`config.mk`:
```
export PLATFORM = sky130hd
export DESIGN_NAME = pkt_fifo_wr_arbiter
export DESIGN_NICKNAME = d
export VERILOG_FILES = /design/src/rtl/pkt_fifo_wr_arbiter.sv
export SDC_FILE = /design/constraint.sdc
export NUM_CORES = 1
export LEC_CHECK = 0
export ABC_AREA = 1
export BUFFER_PORTS_ARGS = -buffer_cell sky130_fd_sc_hd__buf_2
export CORE_ASPECT_RATIO = 1.1
export CORE_UTILIZATION = 45
export DETAILED_ROUTE_END_ITERATION = 16
export HOLD_SLACK_MARGIN = 0.08
export PLACE_DENSITY = 0.8
export SYNTH_ARGS = -nofsm -noshare
export SYNTH_HDL_FRONTEND = slang
export SYNTH_SLANG_ARGS = --single-unit
```
`constraint.sdc`:
```
create_clock -name WrClock -period 2.94 [get_ports WrClock]
set_input_delay 0.588 -clock WrClock [delete_from_list [all_inputs] [get_ports WrClock]]
set_output_delay 0.588 -clock WrClock [all_outputs]
set_load 0.1 [all_outputs]
```
`src/rtl/pkt_fifo_wr_arbiter.sv`:
```
// Write-side scheduler for the async packet FIFO: round-robin grants one whole packet per source,
// gates admission on AlmostFull, and truncates packets longer than c_MAX_PKT_LEN beats.
module pkt_fifo_wr_arbiter #(
  parameter int unsigned  c_NUM_SRC     = 4,
  parameter int unsigned  c_DATA_WIDTH  = 10,
  parameter int unsigned  c_MAX_PKT_LEN = 64,
  parameter int unsigned  c_CNT_WIDTH   = 16,
  localparam int unsigned c_GNT_WIDTH   = $clog2(c_NUM_SRC)
) (
  input  logic                              WrClock,
  input  logic                              Reset,
  input  logic [c_NUM_SRC-1:0]              src_valid,
  input  logic [c_NUM_SRC*c_DATA_WIDTH-1:0] src_data,
  input  logic [c_NUM_SRC-1:0]              src_eop,
  output logic [c_NUM_SRC-1:0]              src_ready,
  input  logic                              fifo_almost_full,
  output logic [c_DATA_WIDTH-1:0]           fifo_data,
  output logic                              fifo_wr_en,
  output logic                              fifo_wr_eop,
  output logic [c_GNT_WIDTH-1:0]            grant,
  output logic                              busy,
  output logic [c_CNT_WIDTH-1:0]            pkt_count,
  output logic [c_CNT_WIDTH-1:0]            trunc_count
);

  localparam int unsigned c_BEAT_WIDTH = $clog2(c_MAX_PKT_LEN + 1);
  localparam logic [c_BEAT_WIDTH-1:0] c_LAST_BEAT = c_BEAT_WIDTH'(c_MAX_PKT_LEN - 1);

  typedef enum logic [1:0] {StIdle, StXfer, StDrain} state_e;

  state_e                    state_q, state_d;
  logic [c_GNT_WIDTH-1:0]    grant_q, grant_d;
  logic [c_GNT_WIDTH-1:0]    rr_q, rr_d;
  logic [c_BEAT_WIDTH-1:0]   beat_cnt_q, beat_cnt_d;
  logic                      wr_en_q, wr_en_d;
  logic                      wr_eop_q, wr_eop_d;
  logic [c_DATA_WIDTH-1:0]   data_q, data_d;
  logic [c_CNT_WIDTH-1:0]    pkt_cnt_q, pkt_cnt_d;
  logic [c_CNT_WIDTH-1:0]    trunc_cnt_q, trunc_cnt_d;

  logic [c_DATA_WIDTH-1:0]   src_beat [c_NUM_SRC];
  logic [c_GNT_WIDTH-1:0]    scan_idx;
  logic [c_GNT_WIDTH-1:0]    arb_sel;
  logic                      arb_found;
  logic [c_GNT_WIDTH-1:0]    rr_next;
  logic                      beat_acc;
  logic                      grant_eop;

  for (genvar g = 0; g < c_NUM_SRC; g++) begin : g_beat
    assign src_beat[g] = src_data[g*c_DATA_WIDTH +: c_DATA_WIDTH];
  end

  // First valid source at or after the round-robin pointer, wrapping modulo c_NUM_SRC.
  always_comb begin
    arb_found = 1'b0;
    arb_sel   = '0;
    scan_idx  = '0;
    for (int unsigned i = 0; i < c_NUM_SRC; i++) begin
      scan_idx = c_GNT_WIDTH'((32'(rr_q) + i) % c_NUM_SRC);
      if (!arb_found && src_valid[scan_idx]) begin
        arb_found = 1'b1;
        arb_sel   = scan_idx;
      end
    end
  end

  always_comb begin
    src_ready = '0;
    if (state_q != StIdle) begin
      src_ready[grant_q] = 1'b1;
    end
  end

  assign beat_acc  = src_valid[grant_q] & src_ready[grant_q];
  assign grant_eop = src_eop[grant_q];
  assign rr_next   = c_GNT_WIDTH'((32'(grant_q) + 32'd1) % c_NUM_SRC);

  always_comb begin
    state_d     = state_q;
    grant_d     = grant_q;
    rr_d        = rr_q;
    beat_cnt_d  = beat_cnt_q;
    wr_en_d     = 1'b0;
    wr_eop_d    = 1'b0;
    data_d      = data_q;
    pkt_cnt_d   = pkt_cnt_q;
    trunc_cnt_d = trunc_cnt_q;
    case (state_q)
      StIdle: begin
        if (arb_found && !fifo_almost_full) begin
          grant_d    = arb_sel;
          beat_cnt_d = '0;
          state_d    = StXfer;
        end
      end
      StXfer: begin
        if (beat_acc) begin
          beat_cnt_d = beat_cnt_q + 1'b1;
          wr_en_d    = 1'b1;
          data_d     = src_beat[grant_q];
          if (grant_eop) begin
            wr_eop_d  = 1'b1;
            pkt_cnt_d = pkt_cnt_q + 1'b1;
            rr_d      = rr_next;
            state_d   = StIdle;
          end else if (beat_cnt_q == c_LAST_BEAT) begin
            // Close the packet in the FIFO now; the rest of it is swallowed in StDrain.
            wr_eop_d    = 1'b1;
            pkt_cnt_d   = pkt_cnt_q + 1'b1;
            trunc_cnt_d = trunc_cnt_q + 1'b1;
            state_d     = StDrain;
          end
        end
      end
      StDrain: begin
        if (beat_acc && grant_eop) begin
          rr_d    = rr_next;
          state_d = StIdle;
        end
      end
      default: state_d = StIdle;
    endcase
  end

  always_ff @(posedge WrClock or posedge Reset) begin
    if (Reset) begin
      state_q     <= StIdle;
      grant_q     <= '0;
      rr_q        <= '0;
      beat_cnt_q  <= '0;
      wr_en_q     <= 1'b0;
      wr_eop_q    <= 1'b0;
      data_q      <= '0;
      pkt_cnt_q   <= '0;
      trunc_cnt_q <= '0;
    end else begin
      state_q     <= state_d;
      grant_q     <= grant_d;
      rr_q        <= rr_d;
      beat_cnt_q  <= beat_cnt_d;
      wr_en_q     <= wr_en_d;
      wr_eop_q    <= wr_eop_d;
      data_q      <= data_d;
      pkt_cnt_q   <= pkt_cnt_d;
      trunc_cnt_q <= trunc_cnt_d;
    end
  end

  assign fifo_data   = data_q;
  assign fifo_wr_en  = wr_en_q;
  assign fifo_wr_eop = wr_eop_q;
  assign grant       = grant_q;
  assign busy        = (state_q != StIdle);
  assign pkt_count   = pkt_cnt_q;
  assign trunc_count = trunc_cnt_q;

endmodule
```
==> results of run 1 <==
[placed cells by master, fill, tap and decap left out, drive strengths merged]
cell | Yosys | final
nand3 | 69 | 69
nor3 | 9 | 9
dfrtp | 57 | 57
a21oi | 1 | 1
nand4 | 5 | 5
bufinv | 0 | 1
or2 | 2 | 2
nor3b | 1 | 1
xnor2 | 10 | 10
xor2 | 16 | 16
clkinvlp | 0 | 2
a31o | 1 | 1
o22ai | 10 | 10
o21ai | 24 | 24
nand2 | 196 | 196
clkbuf | 5 | 12
ha | 7 | 7
nand3b | 6 | 6
nor2 | 57 | 57
inv | 44 | 43
clkinv | 0 | 2
buf | 14 | 109
[per-layer routing]
layer,GRT usage [%],wire length [um]
met1,27.0,3920
met2,38.5,4420
met3,4.93,448
met4,8.93,108
met5,0,0
[worst max-delay path, stage by stage (launching register included)]
cell	delay [ns]
dfrtp_2	0.41
inv_2	0.29
ha_1	0.22
inv_1	0.06
nor2_4	0.09
buf_2	0.43
[final cells by class]
type | count | area [sq um]
inverters | 44 | 171
clock inverters | 4 | 51.3
fillers | 770 | 3450
repair buffers | 109 | 566
clock buffers | 12 | 155
multi-input cells | 414 | 2000
well taps | 108 | 135
flip-flops and latches | 57 | 1430
[per-stage QoR]
stage               power [W]  hold slack (ns)  util, %
floorplan             0.00298            0.476        -
global placement      0.00333            0.460     54.1
detailed placement    0.00337            0.461     54.1
CTS                   0.00414            0.262     56.7
global route          0.00439            0.290     56.7
finish                0.00413            0.253     56.7
[cells by family after synthesis]
| logic type | count (synthesis) | share of synthesized area, % |
|---|---|---|
| and+or+nand+nor | 345 | 39.7 |
| buffers and inverters | 63 | 7.65 |
| DFF | 57 | 38.6 |
| AOI/OAI and AO/OA | 36 | 5.31 |
| xor gates and xnor gates | 26 | 6.36 |
| adders and majority gates | 7 | 2.37 |
[sequential cells by signal, indices dropped and copies added (netlist names), 2 cells and up]
name,count
fifo_data,10
pkt_count,16
rr_q,2
trunc_count,16
state_q,2
grant,2
beat_cnt_q,7
[where the power goes]
part	internal (W)	switching (W)
Clock	0.000438	0.000322
Combinational	0.000461	0.00184
Sequential	0.000929	0.000138
Total	0.00183	0.00230
[path summary, 6_finish.rpt]
check / cells past startpoint / slack [ns] / start / endpoint
worst max-delay path: 5 / 0.50 / grant[0]$_DFFE_PP0P_ / src_ready[2]
worst min-delay path: 2 / 0.25 / Reset / fifo_wr_eop$_DFF_PP0_
worst max register to register: 12 / 0.71 / grant[0]$_DFFE_PP0P_ / trunc_count[3]$_DFFE_PP0P_
worst min register to register: 2 / 0.48 / fifo_data[1]$_DFFE_PP0P_ / fifo_data[1]$_DFFE_PP0P_
max in group asynchronous: 3 / 2.03 / Reset / grant[1]$_DFFE_PP0P_
min in group WrClock: 2 / 0.48 / fifo_data[1]$_DFFE_PP0P_ / fifo_data[1]$_DFFE_PP0P_
==> impl_results.html, run 1 <==
<table>
<tr><th>Metric</th><th>Value</th></tr>
<tr><th colspan="2">Final layout</th></tr>
<tr><td>Area growth, synth to finish</td><td>22.0%</td></tr>
<tr><td>Post-route cell area</td><td>4510 sq um</td></tr>
<tr><td>Proportion of layout cells with a drive suffix above 1</td><td>23.0%</td></tr>
<tr><td>Nets</td><td>693</td></tr>
<tr><td>Non-filler instance count after layout</td><td>748</td></tr>
<tr><td>Number of diodes</td><td>0</td></tr>
<tr><th colspan="2">Yosys</th></tr>
<tr><td>Post-synthesis sequential area ratio</td><td>38.6%</td></tr>
<tr><td>Library cells used by synthesis</td><td>31</td></tr>
<tr><td>Cell with the most instances after synthesis</td><td>nand2_1</td></tr>
<tr><td>Post-synthesis net count</td><td>592</td></tr>
<tr><td>Dominant register cell in the synthesized netlist</td><td>dfrtp_1</td></tr>
<tr><td>Post-synthesis register bit count</td><td>57</td></tr>
<tr><td>Post-synth top area share</td><td>38.6%</td></tr>
<tr><td>EDFF count, synth</td><td>0</td></tr>
<tr><td>Post-synthesis instance area</td><td>3700 sq um</td></tr>
<tr><td>Leading cell types by total area after synthesis</td><td>dfrtp_1 39%, nand2_1 20%, nand3_1 9.1%, nor2_1 5.5%, inv_1 3.8%</td></tr>
<tr><td>Number of warnings reported in the yosys synthesis log</td><td>0</td></tr>
<tr><td>Async set-or-reset flop fraction in the synthesized netlist</td><td>100%</td></tr>
<tr><td>Synthesized netlist cell count</td><td>534</td></tr>
<tr><td>Avg Synthesized Cell Area</td><td>6.92 sq um</td></tr>
<tr><td>Leading area contributor after synthesis</td><td>dfrtp_1</td></tr>
<tr><td>Leading post-synthesis cells by instance count</td><td>194 x nand2_1, 67 x nand3_1, 57 x dfrtp_1</td></tr>
<tr><th colspan="2">CTS</th></tr>
<tr><td>Clock transition time at the flip-flop clock pins of the worst setup and hold paths</td><td>0.07 ns</td></tr>
<tr><td>Number of clock buffers inserted by TritonCTS</td><td>9</td></tr>
<tr><td>Longest Clk Path Bufs</td><td>2</td></tr>
<tr><td>Clock latency at the later pin of the worst-skew pair</td><td>0.34 ns</td></tr>
<tr><td>Number of buffers inserted for hold repair after clock tree synthesis</td><td>0</td></tr>
<tr><td>Clock root buffer master</td><td>clkbuf_8</td></tr>
<tr><td>Post-CTS repair timing setup buffer count</td><td>0</td></tr>
<tr><td>CTS-repair resized insts</td><td>0</td></tr>
<tr><td>H-tree depth reported by CTS</td><td>3</td></tr>
<tr><td>Num Clock Sinks</td><td>57</td></tr>
<tr><td>TritonCTS clock tree</td><td>done</td></tr>
<tr><th colspan="2">Die</th></tr>
<tr><td>Ports</td><td>102</td></tr>
<tr><td>Die height</td><td>97.1 um</td></tr>
<tr><td>Total core area</td><td>7960 sq um</td></tr>
<tr><td>Total die area</td><td>8580 sq um</td></tr>
<tr><td>Starting density of the core</td><td>46.5%</td></tr>
<tr><td>Floorplan row count</td><td>34</td></tr>
<tr><td>Die span in x</td><td>88.4 um</td></tr>
<tr><th colspan="2">Place</th></tr>
<tr><td>Post-placement worst setup slack</td><td>0.714 ns</td></tr>
<tr><td>Cell area after placement</td><td>4300 sq um</td></tr>
<tr><td>Placed insts</td><td>732</td></tr>
<tr><td>DP Wirelength</td><td>6540 um</td></tr>
<tr><td>I/O Buffers</td><td>101</td></tr>
<tr><td>Weighted congestion at the end of routability-driven global placement</td><td>0.865</td></tr>
<tr><th colspan="2">Drt</th></tr>
<tr><td>Routed Wire Length</td><td>8900 um</td></tr>
<tr><td>Count of vias placed by the detailed router</td><td>3,696</td></tr>
<tr><td>DRC violation count after routing</td><td>0</td></tr>
<tr><td>First-pass detailed-route iteration total</td><td>4</td></tr>
<tr><td>Drt via density</td><td>4.94</td></tr>
<tr><td>DRC violation total after the first TritonRoute iteration</td><td>192</td></tr>
<tr><td>Routed Antenna Nets</td><td>0</td></tr>
<tr><td>Final routed wire length divided by cell count</td><td>11.9 um</td></tr>
<tr><th colspan="2">STA</th></tr>
<tr><td>Slew of the pin with the lowest slew margin</td><td>0.625 ns</td></tr>
<tr><td>Layout Skew</td><td>0.00708 ns</td></tr>
<tr><td>RSZ-0062 raised after global routing</td><td>false</td></tr>
<tr><td>Fin crit period</td><td>2.44 ns</td></tr>
<tr><td>Final Hold Vio Count</td><td>0</td></tr>
<tr><td>Accumulated negative setup slack</td><td>0 ns</td></tr>
<tr><td>Peak clock frequency supported by timing</td><td>410 MHz</td></tr>
<tr><td>Min setup slack post-route</td><td>0.499 ns</td></tr>
<tr><td>Number of pins exceeding their max-slew limit in the final report</td><td>0</td></tr>
<tr><td>Post-route fraction of the period consumed by the critical path</td><td>83.0%</td></tr>
<tr><td>Setup-failing EPs final</td><td>0</td></tr>
<tr><td>Tightest slew margin relative to the limit</td><td>58.2%</td></tr>
<tr><th colspan="2">Pwr</th></tr>
<tr><td>Leakage power of the design</td><td>2.47 nW</td></tr>
<tr><td>Peak supply drop</td><td>0.000924 V</td></tr>
<tr><td>Power density over the cells</td><td>915 nW/um^2</td></tr>
<tr><th colspan="2">Run status</th></tr>
<tr><td>Run status</td><td>completed</td></tr>
<tr><th colspan="2">GRT</th></tr>
<tr><td>Via count of the first global-routing pass</td><td>3,588</td></tr>
<tr><td>Overall fraction of global-route tracks in use</td><td>22.5%</td></tr>
<tr><td>Total congestion overflow</td><td>0</td></tr>
<tr><td>Largest net degree at the start of global routing</td><td>29</td></tr>
<tr><td>First-pass GRT wire length</td><td>15,400 um</td></tr>
<tr><td>Number of antenna violations at the first check in global routing</td><td>0</td></tr>
<tr><th colspan="2">Critical path</th></tr>
<tr><td>Worst endpoint data arrival time</td><td>1.85 ns</td></tr>
<tr><td>Highest fanout seen on the critical path</td><td>27</td></tr>
<tr><td>Required time reported for the critical path endpoint</td><td>2.35 ns</td></tr>
<tr><td>Crit end category</td><td>primary output</td></tr>
<tr><td>Startpoint Class</td><td>flop</td></tr>
<tr><td>Classification of the worst setup path</td><td>flop to primary output</td></tr>
<tr><th colspan="2">Flow run</th></tr>
<tr><td>Reported max-cap violation count</td><td>0</td></tr>
<tr><th colspan="2">Worst hold path</th></tr>
<tr><td>Path class of the lowest-slack min-delay path</td><td>input port to async pin</td></tr>
</table>
Note: power is estimated with default switching activity, not from simulation.
==> run 2: changes to the inputs <==
--- a/config.mk
+++ b/config.mk
@@ -11,7 +11,7 @@
 export CORE_UTILIZATION = 45
 export DETAILED_ROUTE_END_ITERATION = 16
 export HOLD_SLACK_MARGIN = 0.08
-export PLACE_DENSITY = 0.8
+export PLACE_DENSITY = 0.83
 export SYNTH_ARGS = -nofsm -noshare
 export SYNTH_HDL_FRONTEND = slang
 export SYNTH_SLANG_ARGS = --single-unit
==> constraint.sdc (replaced) <==
create_clock -name WrClock -period 2.08 [get_ports WrClock]
set_input_delay 0.416 -clock WrClock [delete_from_list [all_inputs] [get_ports WrClock]]
set_output_delay 0.416 -clock WrClock [all_outputs]
set_load 0.1 [all_outputs]
==> impl_results.html, run 2 (same netlist as run 1, synthesis figures left out) <==
<table>
<tr><th>Metric</th><th>Value</th></tr>
<tr><th colspan="2">Run status</th></tr>
<tr><td>Run status</td><td>completed</td></tr>
<tr><th colspan="2">Drt</th></tr>
<tr><td>Routed Antenna Nets</td><td>0</td></tr>
<tr><td>DRC violation total after the first TritonRoute iteration</td><td>181</td></tr>
<tr><td>Final routed wire length divided by cell count</td><td>12.6 um</td></tr>
<tr><td>Routed Wire Length</td><td>9520 um</td></tr>
<tr><td>First-pass detailed-route iteration total</td><td>5</td></tr>
<tr><td>Drt via density</td><td>5.14</td></tr>
<tr><td>DRC violation count after routing</td><td>0</td></tr>
<tr><td>Count of vias placed by the detailed router</td><td>3,887</td></tr>
<tr><th colspan="2">CTS</th></tr>
<tr><td>Clock latency at the later pin of the worst-skew pair</td><td>0.34 ns</td></tr>
<tr><td>H-tree depth reported by CTS</td><td>3</td></tr>
<tr><td>Post-CTS repair timing setup buffer count</td><td>0</td></tr>
<tr><td>Num Clock Sinks</td><td>57</td></tr>
<tr><td>Clock root buffer master</td><td>clkbuf_8</td></tr>
<tr><td>CTS-repair resized insts</td><td>0</td></tr>
<tr><td>Clock transition time at the flip-flop clock pins of the worst setup and hold paths</td><td>0.07 ns</td></tr>
<tr><td>Number of buffers inserted for hold repair after clock tree synthesis</td><td>1</td></tr>
<tr><td>TritonCTS clock tree</td><td>done</td></tr>
<tr><td>Number of clock buffers inserted by TritonCTS</td><td>9</td></tr>
<tr><td>Longest Clk Path Bufs</td><td>2</td></tr>
<tr><th colspan="2">Final layout</th></tr>
<tr><td>Post-route cell area</td><td>4750 sq um</td></tr>
<tr><td>Area growth, synth to finish</td><td>28.6%</td></tr>
<tr><td>Filler Cell Count</td><td>715</td></tr>
<tr><td>Proportion of layout cells with a drive suffix above 1</td><td>26.5%</td></tr>
<tr><td>Number of diodes</td><td>0</td></tr>
<tr><td>Non-filler instance count after layout</td><td>756</td></tr>
<tr><td>Nets</td><td>701</td></tr>
<tr><td>Finished Core Util</td><td>59.8%</td></tr>
<tr><td>Highest-count cells in the layout ignoring fill and taps</td><td>189 x nand2_1, 97 x buf_2, 61 x nand3_1</td></tr>
<tr><td>Most frequent standard cell in the layout excluding fill and tap cells</td><td>nand2_1</td></tr>
<tr><th colspan="2">STA</th></tr>
<tr><td>Number of pins exceeding their max-slew limit in the final report</td><td>0</td></tr>
<tr><td>Layout Skew</td><td>0.00906 ns</td></tr>
<tr><td>Fin crit period</td><td>1.91 ns</td></tr>
<tr><td>RSZ-0062 raised after global routing</td><td>false</td></tr>
<tr><td>Post-route fraction of the period consumed by the critical path</td><td>91.8%</td></tr>
<tr><td>Tightest slew margin relative to the limit</td><td>66.8%</td></tr>
<tr><td>Slew of the pin with the lowest slew margin</td><td>0.502 ns</td></tr>
<tr><td>Peak clock frequency supported by timing</td><td>524 MHz</td></tr>
<tr><td>Worst hold margin</td><td>0.454 ns</td></tr>
<tr><td>Setup-failing EPs final</td><td>0</td></tr>
<tr><td>Final Hold Vio Count</td><td>0</td></tr>
<tr><th colspan="2">Pwr</th></tr>
<tr><td>Peak supply drop</td><td>0.000632 V</td></tr>
<tr><td>Total power consumption of the routed design</td><td>0.00629 W</td></tr>
<tr><td>Leakage power of the design</td><td>2.56 nW</td></tr>
<tr><td>Power density over the cells</td><td>1320 nW/um^2</td></tr>
<tr><th colspan="2">Place</th></tr>
<tr><td>I/O Buffers</td><td>101</td></tr>
<tr><td>Weighted congestion at the end of routability-driven global placement</td><td>0.874</td></tr>
<tr><td>DP Wirelength</td><td>7070 um</td></tr>
<tr><td>Cell area after placement</td><td>4510 sq um</td></tr>
<tr><td>Placed insts</td><td>739</td></tr>
<tr><th colspan="2">Critical path</th></tr>
<tr><td>Highest fanout seen on the critical path</td><td>15</td></tr>
<tr><td>Cell-by-cell trace of the critical path</td><td>buf_4 -&gt; nand2_1 -&gt; nand3_1 -&gt; nand2_2 -&gt; nand2_1 -&gt; or2_1 -&gt; nor2_2 -&gt; buf_4 -&gt; nand2_1 -&gt; nand2_1 -&gt; nand2_1</td></tr>
<tr><td>Slack of the worst reg-to-reg path</td><td>0.17 ns</td></tr>
<tr><td>Crit-path slowest cell</td><td>dfrtp_2</td></tr>
<tr><td>Cell repeated most along the worst path</td><td>nand2_1</td></tr>
<tr><td>Worst r2r path cells</td><td>11</td></tr>
<tr><td>Endpoint of the most critical register-to-register path</td><td>trunc_count[5]$_DFFE_PP0P_</td></tr>
<tr><td>Number of buffer and inverter instances along the worst setup path</td><td>2</td></tr>
<tr><td>Critical register-to-register path startpoint</td><td>grant[0]$_DFFE_PP0P_</td></tr>
<tr><td>Required time reported for the critical path endpoint</td><td>2.31 ns</td></tr>
<tr><td>CP Launch Point</td><td>grant[0]$_DFFE_PP0P_</td></tr>
<tr><td>Worst stage delay on the critical path</td><td>0.50 ns</td></tr>
<tr><td>Classification of the worst setup path</td><td>flop to flop</td></tr>
<tr><td>Crit end category</td><td>flop</td></tr>
<tr><td>Termination of the worst setup path</td><td>trunc_count[5]$_DFFE_PP0P_</td></tr>
<tr><td>Category of cells accounting for the largest share of critical-path delay</td><td>simple AND/OR/NAND/NOR gates</td></tr>
<tr><td>Stages on the worst setup path</td><td>11</td></tr>
<tr><td>Worst endpoint data arrival time</td><td>2.14 ns</td></tr>
<tr><td>Startpoint Class</td><td>flop</td></tr>
<tr><th colspan="2">GRT</th></tr>
<tr><td>Largest net degree at the start of global routing</td><td>33</td></tr>
<tr><td>First-pass GRT wire length</td><td>16,300 um</td></tr>
<tr><td>Via count of the first global-routing pass</td><td>3,755</td></tr>
<tr><td>Overall fraction of global-route tracks in use</td><td>23.9%</td></tr>
<tr><td>Number of antenna violations at the first check in global routing</td><td>0</td></tr>
<tr><td>Total congestion overflow</td><td>0</td></tr>
<tr><th colspan="2">Die</th></tr>
<tr><td>Total core area</td><td>7960 sq um</td></tr>
<tr><td>Total die area</td><td>8580 sq um</td></tr>
<tr><td>Starting density of the core</td><td>46.5%</td></tr>
<tr><td>Die height</td><td>97.1 um</td></tr>
<tr><td>Floorplan row count</td><td>34</td></tr>
<tr><td>Ports</td><td>102</td></tr>
<tr><td>Die span in x</td><td>88.4 um</td></tr>
<tr><th colspan="2">Worst hold path</th></tr>
<tr><td>Path class of the lowest-slack min-delay path</td><td>input port to flop</td></tr>
<tr><th colspan="2">Flow run</th></tr>
<tr><td>Reported max-cap violation count</td><td>0</td></tr>
</table>
[run 2: how the worst min path moves through the flow]
stage	startpoint	endpoint	slack, ns	cells after the start
floorplan	beat_cnt_q[4]$_DFFE_PP0P_	beat_cnt_q[4]$_DFFE_PP0P_	0.48	2
global placement	Reset	fifo_wr_eop$_DFF_PP0_	0.34	2
detailed placement	Reset	fifo_wr_eop$_DFF_PP0_	0.35	2
CTS	src_data[1]	fifo_data[1]$_DFFE_PP0P_	0.44	5
global route	src_data[7]	fifo_data[7]$_DFFE_PP0P_	0.48	5
finish	src_data[1]	fifo_data[1]$_DFFE_PP0P_	0.45	5
[run 2: metal layers]
metal  wire length [um]  vias up  GRT usage, %
met5                  0        -             0
met4                255        0          11.4
met3                450       26          3.48
met2               4840      128          41.9
met1               3980     1817          27.8
li1                   -     1916             -
[run 2: tightest hold or removal path, stage by stage]
cell and delay (ns):
buf_2 0.08, nor2_1 0.03, o22ai_1 0.12, nand2_1 0.07
nand2_1 0.05
[run 2: stage by stage]
stage | TNS, ns | setup slack, ns
floorplan | -26.40 | -0.544
global placement | 0 | 0.249
detailed placement | 0 | 0.197
CTS | 0 | 0.180
global route | 0 | 0.00301
finish | 0 | 0.171
[run 2: report_power, final]
group          leakage (nW)  total (W)  internal (W)  switching, W
clock                 0.109    0.00121      0.000741      0.000465
combinational          1.69    0.00352      0.000849       0.00267
sequential            0.761    0.00156       0.00131      0.000250
[run 2: final cells by class]
cell class	count	area, sq um	area share, %
Multi-Input combinational cell	414	2080	43.7
Clock buffer	12	155	3.26
Clock inverter	4	75.1	1.58
Inverter	44	179	3.76
Sequential cell	57	1430	30.1
Timing Repair Buffer	117	701	14.7
Tap cell	108	135	2.84
